File: src/rtl/fall_sequencer.sv
// Playfield fall sequencer: drives the shared row-state code and per-row write/collision
// vectors, owns the settled field, clears full lines and declares game over.
module fall_sequencer #(
  parameter int ROWS     = 20,
  parameter int COLS     = 10,
  parameter int TICK_DIV = 25_000_000
) (
  input  logic                 clk,
  input  logic                 reset,
  input  logic                 start,
  input  logic                 drop,
  input  logic [COLS-1:0]      spawn_pat,
  input  logic [ROWS*COLS-1:0] rows_next,
  input  logic [ROWS-1:0]      stop_in,
  input  logic [ROWS-1:0]      endgame_in,
  output logic [1:0]           row_state,
  output logic [ROWS*COLS-1:0] write_rows,
  output logic [ROWS*COLS-1:0] collision,
  output logic [ROWS*COLS-1:0] field_out,
  output logic [15:0]          lines_cleared,
  output logic                 game_over,
  output logic                 busy
);

  localparam int FW = ROWS * COLS;
  localparam int TW = (TICK_DIV > 2) ? $clog2(TICK_DIV) : 1;
  localparam int IW = (ROWS > 2) ? $clog2(ROWS) : 1;
  localparam logic [TW-1:0] TICK_LAST = TW'(TICK_DIV - 1);
  localparam logic [IW-1:0] SCAN_TOP  = IW'(ROWS - 1);

  localparam logic [1:0] RS_CHECK = 2'b00;
  localparam logic [1:0] RS_MOVE  = 2'b01;
  localparam logic [1:0] RS_WSEL  = 2'b10;
  localparam logic [1:0] RS_SHIFT = 2'b11;

  typedef enum logic [3:0] {
    S_IDLE      = 4'd0,
    S_SPAWN     = 4'd1,
    S_SPAWN_CHK = 4'd2,
    S_WAIT      = 4'd3,
    S_MOVE      = 4'd4,
    S_MOVE_CHK  = 4'd5,
    S_MERGE     = 4'd6,
    S_CLEAR     = 4'd7,
    S_SHIFT     = 4'd8,
    S_OVER      = 4'd9
  } state_t;

  state_t          state_r;
  logic [TW-1:0]   tick_r;
  logic [IW-1:0]   scan_r;
  logic [FW-1:0]   settled_r;

  logic            hit_s;
  logic            row_full_s;
  logic [FW-1:0]   shifted_s;
  logic [FW-1:0]   spawn_wr_s;
  logic [FW-1:0]   spawn_col_s;

  assign field_out = settled_r;

  // Landing test: piece rests on a settled cell directly below it, or on the floor
  always_comb begin
    hit_s = |rows_next[(ROWS-1)*COLS +: COLS];
    for (int r = 0; r < ROWS - 1; r++) begin
      hit_s = hit_s | (|(rows_next[r*COLS +: COLS] & settled_r[(r+1)*COLS +: COLS]));
    end
  end

  // Field with the scanned row removed and everything above it dropped by one
  always_comb begin
    row_full_s = &settled_r[int'(scan_r)*COLS +: COLS];
    shifted_s  = settled_r;
    for (int r = 0; r < ROWS; r++) begin
      if (r == 0) begin
        shifted_s[0 +: COLS] = '0;
      end else if (r <= int'(scan_r)) begin
        shifted_s[r*COLS +: COLS] = settled_r[(r-1)*COLS +: COLS];
      end else begin
        shifted_s[r*COLS +: COLS] = settled_r[r*COLS +: COLS];
      end
    end
  end

  // Spawn write pattern and its overlap with the settled top row
  always_comb begin
    spawn_wr_s             = '0;
    spawn_col_s            = '0;
    spawn_wr_s[COLS-1:0]   = spawn_pat;
    spawn_col_s[COLS-1:0]  = spawn_pat & settled_r[COLS-1:0];
  end

  // Sequencer FSM; outputs are loaded on the edge that enters the state they belong to
  always_ff @(posedge clk) begin
    if (reset) begin
      state_r       <= S_IDLE;
      row_state     <= RS_CHECK;
      write_rows    <= '0;
      collision     <= '0;
      settled_r     <= '0;
      lines_cleared <= 16'd0;
      game_over     <= 1'b0;
      busy          <= 1'b0;
      tick_r        <= '0;
      scan_r        <= SCAN_TOP;
    end else begin
      write_rows <= '0;
      collision  <= '0;
      case (state_r)
        S_IDLE: begin
          if (start) begin
            state_r    <= S_SPAWN;
            row_state  <= RS_WSEL;
            busy       <= 1'b1;
            write_rows <= spawn_wr_s;
            collision  <= spawn_col_s;
          end
        end
        S_SPAWN: begin
          state_r   <= S_SPAWN_CHK;
          row_state <= RS_CHECK;
        end
        S_SPAWN_CHK: begin
          if (|endgame_in) begin
            state_r   <= S_OVER;
            busy      <= 1'b0;
            game_over <= 1'b1;
          end else begin
            state_r <= S_WAIT;
            tick_r  <= '0;
          end
        end
        S_WAIT: begin
          // a tick and a drop in the same cycle still give a single step
          if (drop || (tick_r == TICK_LAST)) begin
            state_r   <= S_MOVE;
            row_state <= RS_MOVE;
            tick_r    <= '0;
            if (hit_s) begin
              collision <= rows_next;
            end
          end else begin
            tick_r <= tick_r + TW'(1);
          end
        end
        S_MOVE: begin
          state_r   <= S_MOVE_CHK;
          row_state <= RS_CHECK;
        end
        S_MOVE_CHK: begin
          if (|stop_in) begin
            state_r <= S_MERGE;
          end else begin
            state_r <= S_WAIT;
          end
        end
        S_MERGE: begin
          settled_r <= settled_r | rows_next;
          state_r   <= S_CLEAR;
          row_state <= RS_WSEL;
        end
        S_CLEAR: begin
          state_r   <= S_SHIFT;
          row_state <= RS_SHIFT;
          scan_r    <= SCAN_TOP;
        end
        S_SHIFT: begin
          if (row_full_s) begin
            settled_r     <= shifted_s;
            lines_cleared <= lines_cleared + 16'd1;
          end else if (scan_r == '0) begin
            state_r    <= S_SPAWN;
            row_state  <= RS_WSEL;
            scan_r     <= SCAN_TOP;
            write_rows <= spawn_wr_s;
            collision  <= spawn_col_s;
          end else begin
            scan_r <= scan_r - IW'(1);
          end
        end
        S_OVER: begin
          state_r <= S_OVER;
        end
        default: begin
          state_r   <= S_IDLE;
          row_state <= RS_CHECK;
          busy      <= 1'b0;
          game_over <= 1'b0;
        end
      endcase
    end
  end

endmodule
File: config.mk
export PLATFORM = sky130hd
export DESIGN_NAME = fall_sequencer
export DESIGN_NICKNAME = d
export VERILOG_FILES = /design/src/rtl/fall_sequencer.sv
export SDC_FILE = /design/constraint.sdc
export NUM_CORES = 1
export LEC_CHECK = 0
export CAP_MARGIN = 20
export CORE_AREA = 4 4 338 340
export CTS_BUF_LIST = sky130_fd_sc_hd__clkbuf_2 sky130_fd_sc_hd__clkbuf_4 sky130_fd_sc_hd__clkbuf_8
export DETAILED_ROUTE_END_ITERATION = 10
export DIE_AREA = 0 0 342 344
export GPL_TIMING_DRIVEN = 0
export PLACE_DENSITY_LB_ADDON = 0.05
export SLEW_MARGIN = 20
export SYNTH_ARGS = -nofsm -noshare
export SYNTH_HDL_FRONTEND = slang
export SYNTH_SLANG_ARGS = --single-unit
File: constraint.sdc
create_clock -name clk -period 2.5 [get_ports clk]
set_input_delay 0.375 -clock clk [delete_from_list [all_inputs] [get_ports clk]]
set_output_delay 0.375 -clock clk [all_outputs]
set_load 0.005 [all_outputs]
==> results.cfg <==
[global_route]
grt_first_pass_wirelength_um = 217000
grt_usage = 0.2667
antenna_found_initial = 15
grt_pass1_vias = 24490
grt_max_degree = 15
grt_overflow = 0

[setup_path]
critPathRequiredTime_ns = 3.13
cp_slowest_stage_delay_ns = 0.39
crit_type = reg2reg
cp-start-kind = flop
r2r_end = field_out[50]
path_cells = buf_6 > buf_6 > buf_12 > mux2i_2 > o22ai_4 > o21ai_2 > nand3_2 > nand2_4 > nor4_4 > nand4_4 > buf_6 > buf_6 > or3_1 > o211a_1
reg2reg_setup_slack_ns = -0.45
crit_top_cell = buf_6
path_delay_family = simple AND/OR/NAND/NOR gates
crit_fanout = 7
reg2reg_from = scan_r[0]
critPathSlowestCell = dfxtp_4
cp_num_buf_inv = 5
end_kind = flop
cp.arrival_ns = 3.58
ff2ff_path_depth = 14

[synthesis]
synth_cells = 2602
synth_warnings = 0
ys_ff_latch = 464
ys_seq_area_frac = 0.4154
async_reset_ff_frac = 0
synth_edf_count = 0
syn_area_um2 = 22360
postSynthAreaPerCell_um2 = 8.593
synth_cell_type_count = 68
ys.flop_type = dfxtp_1

[sta]
fin_crit_sh = 1.182
maxSlewViolCount = 0
setup_viol = 430
whs_ns = 0.1863
setup_tns_ns = -113.74
rsz0062_at_grt = true
finClkSkew_ns = 0.05610
relSlewSlack = 0.1071
setup_slack_ns = -0.4538
min_period_ns = 2.954
final_hold_viol_count = 0
worst_slew_pin_slew_ns = 1.339
max_freq_ghz = 0.3385

[finish]
fillers = 11840
final_common_cell = clkdlybuf4s50_1
final_util = 0.3292
seqCellArea_um2 = 9349
layout_common_cells = clkdlybuf4s50_1, dfxtp_1, nor2_1
num-nets-final = 3883
drive_gt1_frac = 0.2161
multi_input_area_um2 = 12870
syn_to_final_growth_pct = 64.27
final_cell_area_um2 = 36730

[route]
route.detailed.drc = 0
drtIter0Drc = 2237
wl_per_cell_um = 31.94
drt_first_pass_iters = 5
wl_um = 166100
ant_nets = 0
viasPerCell = 4.869
via_count = 25310

[clock_tree]
cts_root_buf = clkbuf_8
clock_path_buffers = 3
clk_pin_slew_worst_paths_ns = 0.06
clkLatencyLatePin_ns = 0.79
numCtsBuffers = 98
clock_sinks = 464
cts_tree = yes
cts_hold_buf = 0
htreeDepth = 3

[min_path]
worstHoldPathCells = 2
min_from = spawn_pat[8]
worstHoldPathType = in2reg
min_delay_worst_endpoint = write_rows[8]

[floorplanning]
initial_core_util = 0.2004
die-height_um = 344
dieArea_um2 = 117600
dieWidth_um = 342
boundaryPins = 874
coreArea_um2 = 111600
rows = 123

[run_status]
violations = setup timing
status = finished, violations left

[power_and_ir_drop]
max-vdd-ir-drop_mv = 0.3289
powerDensity_nw_per_um2 = 511.9
cell_internal_pwr_uw = 13460
p_seq_frac = 0.400
swShare = 0.2839
p_leak_uw = 0.01460
clock_power_share = 0.479
p_sw_uw = 5338
combPwrFrac = 0.120

[place]
place_worst_setup_slack_ns = -2.255
portBuffers = 683
placed_cell_area_um2 = 31930
hpwl_um = 131500
gp_congestion = 0.9494

[run]
maxCapViolations = 0
## registers in the layout, indices dropped and copies added, names as in the netlist
| name | count |
|---|---|
| scan_r | 5 |
| row_state | 2 |
| game_over | 1 |
| field_out | 200 |
| collision | 200 |
| state_r | 4 |
| busy | 1 |
| write_rows | 10 |
| lines_cleared | 16 |
| tick_r | 25 |
## stage by stage
step                      std cells  power (uW)
after floorplan                2791        8500
after global placement         4974        9772
after detailed placement       4975        9777
after CTS                      5185       19010
after global routing           5195       19530
final                          5199       18800
## routing by layer
| layer | GRT usage | up-vias | wire length, um |
|---|---|---|---|
| met1 | 0.3240 | 12460 | 65320 |
| met5 | 0 | - | 36 |
| met3 | 0.06874 | 340 | 14480 |
| met4 | 0.1272 | 6 | 8978 |
| li1 | - | 11080 | - |
| met2 | 0.4409 | 1436 | 77250 |
## power by group through the flow
stage / clock [uW] / combinational, uW / sequential (uW)
6_report: 9010 / 2270 / 7530
5_1_grt: 9620 / 2380 / 7530
4_1_cts: 9300 / 2180 / 7520
3_5_place_dp: 0 / 2100 / 7680
3_3_place_gp: 0 / 2100 / 7670
2_1_floorplan: 0 / 836 / 7660
## worst max-delay path by stage
stage                   start           endpoint  slack [ns]  cells after the start
global route        scan_r[0]      field_out[50]       -0.47                     14
global placement    tick_r[0]      collision[63]       -2.57                     11
detailed placement  tick_r[0]      collision[60]       -2.26                     11
finish              scan_r[0]      field_out[50]       -0.45                     14
CTS                 scan_r[0]  lines_cleared[11]       -0.33                     13
floorplan           scan_r[1]  lines_cleared[13]       -0.03                     13
## synth_stat cells (8+ instances only)
library cell | instances | share of area
a211oi_1 | 14 | 0.0047
a21oi_1 | 192 | 0.043
a221oi_1 | 27 | 0.011
a22o_1 | 27 | 0.011
a22oi_1 | 61 | 0.020
a31oi_1 | 8 | 0.0022
and2_1 | 206 | 0.058
and3_1 | 16 | 0.0045
buf_2 | 16 | 0.0036
buf_4 | 198 | 0.066
clkbuf_1 | 145 | 0.024
dfxtp_1 | 464 | 0.42
inv_1 | 71 | 0.012
mux2_2 | 21 | 0.011
mux2i_1 | 123 | 0.055
nand2_1 | 87 | 0.015
nand3_1 | 37 | 0.0083
nand4_1 | 35 | 0.0098
nor2_1 | 261 | 0.044
nor2b_1 | 23 | 0.0064
nor3_1 | 106 | 0.024
nor4_1 | 19 | 0.0053
o211a_1 | 10 | 0.0045
o21a_1 | 12 | 0.0040
o21ai_0 | 127 | 0.028
o21ai_1 | 12 | 0.0027
o221a_2 | 20 | 0.010
o22ai_1 | 50 | 0.014
o311a_1 | 51 | 0.023
o311ai_0 | 37 | 0.014
o31ai_1 | 16 | 0.0054
or3_1 | 23 | 0.0064
## kinds of logic (layout without fill, tap and decap cells)
family          after synthesis  in the layout  synth area share
other cells                   1            196         0.0001677
buf+inv                     442           1341            0.1107
compound gates              689            689            0.2073
xor+xnor                      2              2         0.0007836
fa+ha+maj                     7              7          0.003917
flops                       464            464            0.4154
simple gates                853            856            0.1960
mux                         144            144           0.06564
## area by class of cell
type / instances / area share
tap: 1500 / 0.05110
timing repair buffer: 735 / 0.2038
buffer: 363 / 0.07471
sequential: 464 / 0.2545
clock buffer: 157 / 0.05389
multi-input combinational: 1888 / 0.3504
antenna: 6 / 0.0004088
clock inverter: 14 / 0.003713
inverter: 72 / 0.007358
## timing repair
item / in CTS / in global routing
pin swaps: 59 / 53
gates resized for setup: 385 / 192
buffers inserted: 37 / 7
endpoints found under the hold margin: 0 / 0
gates cloned: 7 / 4
setup endpoints to repair: 490 / 469
Note: power is estimated with default switching activity, not from simulation.
